File: config.mk
export PLATFORM = sky130hd
export DESIGN_NAME = spi_slave_if
export DESIGN_NICKNAME = d
export VERILOG_FILES = /design/src/rtl/spi_slave_if_pkg.sv /design/src/rtl/spi_slave_if_piso.sv /design/src/rtl/spi_slave_if.sv
export SDC_FILE = /design/constraint.sdc
export NUM_CORES = 1
export LEC_CHECK = 0
export CAP_MARGIN = 20
export CORE_UTILIZATION = 49
export DETAILED_ROUTE_END_ITERATION = 12
export PLACE_DENSITY = 0.75
export SKIP_CTS_REPAIR_TIMING = 1
export SLEW_MARGIN = 20
export SYNTH_ARGS = -nofsm -noshare
export SYNTH_HDL_FRONTEND = slang
export SYNTH_SLANG_ARGS = --single-unit
File: constraint.sdc
create_clock -name clk -period 1.8 [get_ports clk]
set_clock_uncertainty 0.2 [all_clocks]
set_input_delay 0.36 -clock clk [delete_from_list [all_inputs] [get_ports clk]]
set_output_delay 0.36 -clock clk [all_outputs]
set_load 0.05 [all_outputs]
File: src/rtl/spi_slave_if_pkg.sv
// spi_slave_if_pkg: shared FSM states, command codes and command decode helper
package spi_slave_if_pkg;
  typedef enum logic [2:0] {IDLE, CHK_CMD, WRITE, READ_ADD, READ_DATA} state_t;
  localparam logic [1:0] CMD_WR_ADDR = 2'b00;
  localparam logic [1:0] CMD_WR_DATA = 2'b01;
  localparam logic [1:0] CMD_RD_ADDR = 2'b10;
  localparam logic [1:0] CMD_RD_DATA = 2'b11;
  function automatic state_t cmd_state(input logic b, input logic addr_rcvd);
    return !b ? WRITE : (addr_rcvd ? READ_DATA : READ_ADD);
  endfunction
endpackage

File: src/rtl/spi_slave_if_piso.sv
// spi_slave_if_piso: W-bit load/shift-out register driving a registered serial output
module spi_slave_if_piso #(
  parameter int W = 8
) (
  input  logic         clk,
  input  logic         rst_n,
  input  logic         load,
  input  logic         clr,
  input  logic [W-1:0] d,
  output logic         q,
  output logic         done
);
  localparam int CW = $clog2(W + 1);
  logic [W-1:0]  sh;
  logic [CW-1:0] cnt;
  always_ff @(posedge clk or negedge rst_n)
    if (!rst_n) begin
      sh  <= '0;
      cnt <= '0;
      q   <= 1'b0;
    end else if (clr) begin
      sh  <= '0;
      cnt <= '0;
      q   <= 1'b0;
    end else if (load) begin
      sh  <= d;
      cnt <= CW'(W);
      q   <= 1'b0;
    end else if (cnt != '0) begin
      q   <= sh[W-1];
      sh  <= sh << 1;
      cnt <= cnt - CW'(1);
    end else
      q <= 1'b0;
  assign done = cnt == '0;
endmodule

File: src/rtl/spi_slave_if.sv
// spi_slave_if: SPI slave front-end turning MOSI frames into RAM commands and RAM read data into MISO
module spi_slave_if
  import spi_slave_if_pkg::*;
#(
  parameter int DATA_W = 8
) (
  input  logic              clk,
  input  logic              rst_n,
  input  logic              SS_n,
  input  logic              MOSI,
  output logic              MISO,
  output logic [DATA_W+1:0] rx_data,
  output logic              rx_valid,
  input  logic [DATA_W-1:0] tx_data,
  input  logic              tx_valid
);
  localparam int FW = DATA_W + 2;
  localparam int CW = $clog2(FW);
  state_t        state;
  logic [FW-1:0] sh;
  logic [CW-1:0] cnt;
  logic          got, pend, armed, addr_rcvd, tx_done, load, last;
  assign last = cnt == CW'(DATA_W);
  assign load = state == READ_DATA && armed && tx_valid && !SS_n && tx_done;
  // got marks a finished frame so trailing bits under a held SS_n are dropped
  always_ff @(posedge clk or negedge rst_n)
    if (!rst_n) begin
      state     <= IDLE;
      sh        <= '0;
      cnt       <= '0;
      got       <= 1'b0;
      pend      <= 1'b0;
      armed     <= 1'b0;
      addr_rcvd <= 1'b0;
      rx_data   <= '0;
      rx_valid  <= 1'b0;
    end else begin
      rx_valid <= pend;
      pend     <= 1'b0;
      if (pend) rx_data <= sh;
      if (pend && state == READ_DATA && !SS_n) armed <= 1'b1;
      else if (load || SS_n) armed <= 1'b0;
      if (state == IDLE) begin
        cnt <= '0;
        got <= 1'b0;
        if (!SS_n) state <= CHK_CMD;
      end else if (state == CHK_CMD) begin
        sh    <= {sh[FW-2:0], MOSI};
        state <= SS_n ? IDLE : cmd_state(MOSI, addr_rcvd);
      end else begin
        if (!got) begin
          sh  <= {sh[FW-2:0], MOSI};
          cnt <= cnt + CW'(1);
          if (last) begin
            got  <= 1'b1;
            pend <= 1'b1;
            if (state == READ_ADD) addr_rcvd <= 1'b1;
            else if (state == READ_DATA) addr_rcvd <= 1'b0;
          end
        end
        if (SS_n) state <= IDLE;
      end
    end
  spi_slave_if_piso #(.W(DATA_W)) u_piso (
    .clk  (clk),
    .rst_n(rst_n),
    .load (load),
    .clr  (SS_n),
    .d    (tx_data),
    .q    (MISO),
    .done (tx_done)
  );
endmodule

==> flow_summary.json <==
{
  "outcome": "finished clean",
  "wirelength_mm": 3.867,
  "total_power_mw": 3.419,
  "grt_max_degree": 46,
  "drc": 0,
  "drt_pass1_iterations": 4,
  "grt-ovfl-total": 0,
  "design.die.area_um2": 4274,
  "max-clock-path-buffers": 2,
  "yosys-top-cells-count": "dfrtp_1 (45), mux2_2 (20), nor2_1 (20)",
  "power_frac_clock_pct": 22.6,
  "p_sw_mw": 1.056,
  "n_antenna_cell": 0,
  "synth_async_sr_flop_share_pct": 100.0,
  "dp_hpwl_mm": 2.620,
  "insertion_delay_ns": 0.30,
  "netlist_instances": 170,
  "syn_area_per_cell_um2": 11.58,
  "slew_headroom_pct": 66.22,
  "fill_cells": 275,
  "max_cap_violations": 0,
  "multiInputGateArea_um2": 792.0,
  "ys_ff_latch": 45,
  "drv_slew": 0,
  "layout-drive-gt1-share_pct": 30.14,
  "vias": 1446,
  "seq_area_um2": 1127,
  "cp_max_fo": 9,
  "via_per_inst": 5.626,
  "chipWidth_um": 65.38,
  "fin_area_um2": 2581,
  "p_per_area_nw_per_um2": 1324,
  "cts_buffers": 5,
  "grt_usage_pct": 19.52,
  "clkTransAtPathRegs_ns": 0.08,
  "finalSetupViolCount": 0,
  "cts_max_level": 2,
  "ant_nets": 0,
  "rows": 22,
  "synth.yosys.seq_area_share_pct": 57.22,
  "synth_most_common_cell": "dfrtp_1",
  "place_ws_ns": -0.1961,
  "synth_warnings": 0,
  "synth-main-ff-cell": "dfrtp_1",
  "fin_crit_ns": 1.777,
  "cts_tree": "built",
  "cp.arrival_ns": 1.76,
  "antenna_found_initial": 0,
  "grt_pass1_wl_mm": 6.210,
  "timing.fmax_mhz": 562.6,
  "p_leak_nw": 1.168,
  "yosysUniqueCellTypes": 31,
  "hp-class": "reg2reg",
  "syn_nets": 186,
  "seq_power_share_pct": 42.2,
  "area_delta_synth_final_pct": 31.15,
  "critPathLaunchType": "register",
  "place.gp.congestion": 0.8182,
  "ios": 25,
  "drt-initial-drc-count": 84,
  "end_kind": "register",
  "core-area_um2": 3744,
  "p_int_mw": 2.362,
  "ys_top_cells_by_area": "dfrtp_1 (57%), mux2_2 (11%), nor2_1 (3.8%), nand2_1 (3.4%), a311oi_1 (3.1%)",
  "final_nets": 224,
  "cts-root-buf": "clkbuf_8",
  "port_buffers": 24,
  "final-hold-violation-count": 0,
  "switching_share_pct": 30.90,
  "synth_area_leader_cell": "dfrtp_1",
  "synth_top_area_share_pct": 57.22,
  "final_util_pct": 68.95,
  "initial_core_util_pct": 52.57,
  "ir_worst_vdd_uv": 1135,
  "setup_ws_ns": 0.02262,
  "power_frac_comb_pct": 35.2,
  "routedWlPerCell_um": 15.05,
  "worstPathRequired_ns": 1.79,
  "grt_pass1_vias": 1409,
  "syn_area_um2": 1968,
  "critical_path_class": "reg2reg",
  "synth_edf_count": 0,
  "die_h_um": 65.38,
  "dpl_cell_area_um2": 2399,
  "clkSinkCount": 45,
  "tightest_slew_ns": 0.5067,
  "fin_crit_sh_pct": 98.74
}
## registers in the layout, summed over array words and instances, names as in the netlist
register / flops
cnt: 4
state: 3
u_piso.sh: 8
pend: 1
u_piso.cnt: 4
sh: 10
got: 1
u_piso.q: 1
armed: 1
rx_valid: 1
addr_rcvd: 1
rx_data: 10
## layout make-up
cell class / count / area share (%)
sequential: 45 / 43.67
multi-input combinational: 111 / 30.68
timing repair buffer: 39 / 17.94
clock buffer: 7 / 3.345
tap: 48 / 2.327
clock inverter: 1 / 1.163
inverter: 6 / 0.8725
## layout by cell type, fill, tap and decap left out, types with 2 or more instances in the layout
master	count
a211oi_1	4
a21o_1	3
a21oi_1	6
a311oi_1	7
a31oi_1	2
buf_12	10
buf_4	15
clkbuf_8	6
clkdlybuf4s50_1	11
dfrtp_1	44
ha_1	2
inv_1	6
mux2_2	20
nand2_1	17
nand3_1	2
nand3b_1	2
nor2_1	20
nor2b_1	4
nor3_1	2
nor3b_1	2
nor3b_4	2
o21ai_0	4
## kinds of logic after synthesis
kind of cell	Yosys count	synth area share (%)
adder cells (fa/ha/maj)	3	1.907
AND/OR/NAND/NOR	57	14.43
multiplexers	20	11.44
buffers and inverters	14	3.560
flip-flops	45	57.22
AO/OA/AOI/OAI	31	11.44
## metrics by stage
step	hold slack (ns)	setup TNS [ns]	cells
4_1_cts	-0.1699	0	253
3_3_place_gp	0.1543	-0.6684	245
5_1_grt	0.3465	-0.03723	257
2_1_floorplan	-0.1356	0	170
3_5_place_dp	0.1507	-1.228	245
6_report	0.3210	0	257
## layer usage
layer  routed length (um)  GRT usage (%)
met5                    0              0
met4                   91          8.696
met3                  196          7.292
met2                 1941          31.70
met1                 1636          22.95
## final timing paths
| kind | cells past startpoint | from | to | slack [ns] |
|---|---|---|---|---|
| max | 4 | state[1]$_DFFE_PN0P_ | u_piso.sh[6]$_DFFE_PN0P_ | 0.02 |
| min | 1 | rx_data[7]$_DFFE_PN0P_ | rx_data[7]$_DFFE_PN0P_ | 0.32 |
| max reg2reg | 4 | state[1]$_DFFE_PN0P_ | u_piso.sh[6]$_DFFE_PN0P_ | 0.02 |
| min reg2reg | 1 | rx_data[7]$_DFFE_PN0P_ | rx_data[7]$_DFFE_PN0P_ | 0.32 |
| max in group asynchronous | 3 | rst_n | state[1]$_DFFE_PN0P_ | 0.83 |
| min in group asynchronous | 3 | rst_n | rx_data[9]$_DFFE_PN0P_ | 0.36 |
## worst max-delay path, cell delays in order, from the launching register on
cell,delay (ns)
dfrtp_2,0.45
nor3b_4,0.23
and4b_2,0.36
nand2_1,0.10
a311oi_1,0.32
## power by group through the flow
stage	clock network, mW	registers, mW	logic, mW
final	0.774	1.44	1.20
after global routing	0.828	1.47	1.31
after CTS	0.791	1.43	0.994
after detailed placement	0	1.45	0.992
after global placement	0	1.44	0.924
after floorplan	0	1.42	0.661
(Power assumes the default switching activity.)
